**config.mk**
```make
export PLATFORM = sky130hd
export DESIGN_NAME = fifo_byte_unloader
export DESIGN_NICKNAME = d
export VERILOG_FILES = /design/src/rtl/fifo_byte_unloader.sv
export SDC_FILE = /design/constraint.sdc
export NUM_CORES = 1
export LEC_CHECK = 0
export ABC_AREA = 1
export CORE_MARGIN = 1.5
export CORE_UTILIZATION = 54
export DETAILED_ROUTE_END_ITERATION = 12
export PLACE_DENSITY = 0.85
export SYNTH_ARGS = -nofsm -noshare
export SYNTH_HDL_FRONTEND = slang
export SYNTH_SLANG_ARGS = --single-unit
```
**constraint.sdc**
```tcl
create_clock -name Clk -period 2.84 [get_ports Clk]
set_clock_uncertainty 0.2 [all_clocks]
set_input_delay 0.568 -clock Clk [delete_from_list [all_inputs] [get_ports Clk]]
set_output_delay 0.568 -clock Clk [all_outputs]
set_load 0.01 [all_outputs]
```
**src/rtl/fifo_byte_unloader.sv**
```systemverilog
// fifo_byte_unloader
// ------------------
// Read-side consumer of a word-wide FIFO. Watches FifoEmpty, issues one read
// opcode per word, captures the registered FIFO output and replays it as
// BYTE_W-wide beats on a valid/ready stream. The FIFO write side is never
// driven, so Opcode only ever carries 00 (idle) or 10 (read).
//
// Build option:
//   UNLOADER_MSB_FIRST_EN  defined   -> beat 0 is the most-significant byte
//                          undefined -> beat 0 is the least-significant byte
//
// Ports:
//   Clk        in   system clock, everything on posedge
//   Reset      in   synchronous active-high reset
//   FifoEmpty  in   FIFO empty flag, only looked at while idle
//   FifoDout   in   FIFO read data, valid the cycle after Opcode=10
//   Opcode     out  FIFO opcode: 10 = read, 00 = idle
//   ByteOut    out  current beat
//   ByteValid  out  ByteOut holds a beat
//   ByteReady  in   downstream takes the beat when ByteValid && ByteReady
//   Busy       out  high whenever the engine is not idle
//   WordCount  out  number of fully transmitted words, wraps silently
module fifo_byte_unloader #(
  parameter int DATA_W = 32,
  parameter int BYTE_W = 8,
  parameter int CNT_W  = 16
) (
  input  logic              Clk,
  input  logic              Reset,
  input  logic              FifoEmpty,
  input  logic [DATA_W-1:0] FifoDout,
  output logic [1:0]        Opcode,
  output logic [BYTE_W-1:0] ByteOut,
  output logic              ByteValid,
  input  logic              ByteReady,
  output logic              Busy,
  output logic [CNT_W-1:0]  WordCount
);

  localparam int BYTES = DATA_W / BYTE_W;
  localparam int IDX_W = (BYTES > 1) ? $clog2(BYTES) : 1;
  localparam logic [IDX_W-1:0] LAST_IDX = IDX_W'(BYTES - 1);

  localparam logic [1:0] OP_IDLE = 2'b00;
  localparam logic [1:0] OP_READ = 2'b10;

  typedef enum logic [1:0] {
    IDLE = 2'd0,
    READ = 2'd1,
    LOAD = 2'd2,
    SEND = 2'd3
  } state_t;

  state_t              state;
  logic [DATA_W-1:0]   shift_reg;
  logic [IDX_W-1:0]    idx;

  // Beat selection; the only place the byte order differs between builds.
  function automatic logic [BYTE_W-1:0] beat_sel(input logic [DATA_W-1:0] word,
                                                 input logic [IDX_W-1:0]  i);
    int pos;
`ifdef UNLOADER_MSB_FIRST_EN
    pos = BYTES - 1 - int'(i);
`else
    pos = int'(i);
`endif
    return word[pos*BYTE_W +: BYTE_W];
  endfunction

  // Busy is a pure decode of the state register, so it carries no path from
  // any input.
  assign Busy = (state != IDLE);

  always_ff @(posedge Clk) begin
    if (Reset) begin
      state     <= IDLE;
      Opcode    <= OP_IDLE;
      ByteOut   <= '0;
      ByteValid <= 1'b0;
      WordCount <= '0;
      shift_reg <= '0;
      idx       <= '0;
    end else begin
      case (state)
        IDLE: begin
          // FifoEmpty is trusted only here: by the time the engine returns to
          // IDLE the flag has settled after the previous read.
          if (!FifoEmpty) begin
            Opcode <= OP_READ;
            state  <= READ;
          end
        end
        READ: begin
          // The read opcode is held for exactly this one cycle.
          Opcode <= OP_IDLE;
          state  <= LOAD;
        end
        LOAD: begin
          // FifoDout is registered by the FIFO, so it is valid now.
          shift_reg <= FifoDout;
          idx       <= '0;
          ByteOut   <= beat_sel(FifoDout, '0);
          ByteValid <= 1'b1;
          state     <= SEND;
        end
        SEND: begin
          // Without ByteReady nothing changes, keeping the beat stable.
          if (ByteReady) begin
            if (idx == LAST_IDX) begin
              WordCount <= WordCount + CNT_W'(1);
              ByteValid <= 1'b0;
              state     <= IDLE;
            end else begin
              idx     <= idx + IDX_W'(1);
              ByteOut <= beat_sel(shift_reg, idx + IDX_W'(1));
            end
          end
        end
        default: begin
          state     <= IDLE;
          Opcode    <= OP_IDLE;
          ByteValid <= 1'b0;
        end
      endcase
    end
  end

endmodule

```
==> results.yml <==
place:
  placed_cell_area_mm2: 0.00346
  routabilityCongestion: 0.916
  hpwl_um: 4740
  port_buffers: 62
  dp_cells: 518
global_route:
  track_usage_pct: 26.6
  antenna_found_initial: 0
  grt_pass1_vias: 2726
  grt_max_degree: 32
  grt_pass1_wl_um: 11400
  grt_overflow: 0
sta:
  fmax_mhz: 415
  finalSetupTns_ns: 0
  slew_headroom_pct: 66.1
  period_share_pct: 84.9
  grt_setup_unrepaired: "false"
  drv_slew: 0
  fin_crit_ns: 2.41
  hold_viol: 0
  setup_viol: 0
  tightest_slew_ns: 0.508
yosys:
  yosysTopAreaCell: "dfxtp_1"
  ys_top_cells_by_area: "dfxtp_1 44%, nor2_1 12%, nand2_1 9.8%, o21ai_0 8.3%, nand3_1 6.6%"
  seq_area_frac_synth_pct: 44.0
  synth_top_family_by_area: "simple AND/OR/NAND/NOR gates"
  synth-seq-cells: 62
  avgSynthCellArea_um2: 7.03
  syn_area_mm2: 0.00282
  synth_compound_area_share_pct: 12.9
  synthXorXnorAreaFrac_pct: 0.311
  synth-simple-area-share_pct: 32.5
  syn_nets: 444
  synth_mux_area_share_pct: 0
  synth_warnings: 0
  synthCells: 401
  synthAdderAreaFrac_pct: 3.11
  yosys.area.top_type_share_pct: 44.0
  post_synth_num_cell_types: 27
route:
  dr.pass1.iters: 4
  drc: 0
  vias: 2832
  first_iter_violations: 110
  viasPerCell: 5.30
  wirelength_um: 6840
  detail_route.wl_per_cell_um: 12.8
  drtAntennaViolNets: 0
critical_path:
  crit_start: "state[0]"
  crit_chain: "inv_1 > ha_1 > inv_1 > clkdlybuf4s50_1"
  cp_max_fo: 4
  cpMaxStageDelayCell: "clkdlybuf4s50_1"
  path_class: "flip-flop to primary output"
  r2r_setup_slack_ns: 0.71
  critPathArrivalTime_ns: 1.64
  timing.critical_path.mode_cell: "inv_1"
  end_kind: "primary output"
  timing.rr.start: "state[0]"
  crit_path_start_kind: "flip-flop"
  cp.required_ns: 2.07
  max_stage_delay_ns: 0.53
  critPathBufInv: 3
  path_delay_family: "buffers and inverters"
worst_hold_path:
  min_from: "idx[1]"
  hp-class: "flip-flop to flip-flop"
floorplanning:
  start_util_pct: 55.6
  die_w_um: 75.3
  rows: 26
  die_area_mm2: 0.00566
  die_h_um: 75.3
  pin_count: 64
  coreArea_mm2: 0.00507
layout:
  num-fill-cells: 425
  fin_util_pct: 72.8
  area_growth_pct: 30.9
  fin_cells: 534
  num-nets-final: 502
  n_antenna_cell: 0
  drive_gt1_share_pct: 5.39
  largest_reg_flops: 32
  final_cell_area_mm2: 0.00369
cts:
  cts_tree: "yes"
  cts_sinks: 62
  root_buffer: "clkbuf_8"
  clkTransAtPathRegs_ns: 0.06
  numCtsBuffers: 9
  post_cts_buffers: 0
  clock_latency_ns: 0.34
  clock_path_buffers: 2
  ctsHoldBuffers: 0
  cts_resized: 0
  htree_num_levels: 3
flow_run:
  drv_cap: 0
pwr:
  p_per_area_mw_per_mm2: 808
  power_mw: 2.98
  p_leak_nw: 1.51
  ir_worst_vdd_v: 0.000551
run_status:
  status: "complete, no violations"
[worst register-to-register path, delay by kind of cell (launching register included)]
kind	cells	cell delay (ns)
compound gates	2	0.29
fa+ha+maj	1	0.50
buf+inv	2	0.47
flops	1	0.33
simple gates	2	0.27
[cell usage after synthesis (all sizes together)]
| cell type | instances |
|---|---|
| conb | 1 |
| o31a | 1 |
| and2 | 1 |
| ha | 7 |
| buf | 12 |
| nand3 | 37 |
| xor2 | 1 |
| clkinv | 2 |
| nor2 | 93 |
| inv | 21 |
| dfxtp | 62 |
| nand4 | 3 |
| nand2 | 77 |
| clkbuf | 9 |
| nor3 | 4 |
| a31oi | 8 |
| nor3b | 1 |
| o21ai | 47 |
| a21oi | 14 |
[cells in the final DEF, fill, tap and decap left out, types with 2 or more instances in the layout]
cell type	netlist	layout
bufinv_16	0	3
nand2_1	74	74
clkbuf_8	0	9
clkinv_1	2	2
nor3_1	4	4
nand4_1	3	3
nand3_1	37	37
buf_4	3	6
ha_1	7	7
nor2_1	91	91
clkdlybuf4s50_1	0	62
nand2_4	2	2
clkbuf_1	9	3
dfxtp_1	62	62
a21oi_1	14	14
inv_1	20	20
o21ai_0	47	47
a31oi_1	8	8
[through the flow]
stage / worst slack, ns / hold WS (ns)
final: 0.430 / 0.295
after global routing: 0.350 / 0.331
after CTS: 0.422 / 0.298
after detailed placement: 0.653 / 0.284
after global placement: 0.696 / 0.276
after floorplan: 1.29 / 0.263
[layer usage]
metal	vias up	global-route usage, %	wire [um]
met5	-	0	0
met4	0	14.5	115
met3	11	5.49	399
met2	101	46.4	3470
met1	1309	30.3	2860
li1	1411	-	-
[power by group]
group,internal (mW),switching (mW)
clock,0.583,0.338
sequential,1.12,0.131
combinational,0.353,0.462
[final timing paths]
check / to / depth (start not counted)
worst max-delay path: Busy / 4
worst min-delay path: idx[1] / 2
worst max register to register: ByteOut[0] / 7
worst min register to register: idx[1] / 2
[final cells by class]
class / count / area, um^2 / area share, %
clock buffer: 12 / 135 / 3.66
clock inverter: 4 / 95.1 / 2.58
inverter: 23 / 86.3 / 2.34
multi-input combinational: 295 / 1380 / 37.4
sequential: 62 / 1240 / 33.6
tap: 70 / 87.6 / 2.37
timing repair buffer: 68 / 666 / 18.0
[cells by family (layout without fill, tap and decap cells)]
group           count (synthesis)  count (layout)
simple gates                  216             216
compound gates                 70              70
flops                          62              62
buf+inv                        44             107
fa+ha+maj                       7               7
other cells                     1               1
xor+xnor                        1               1
No activity file was read; power rests on OpenSTA's default activity.
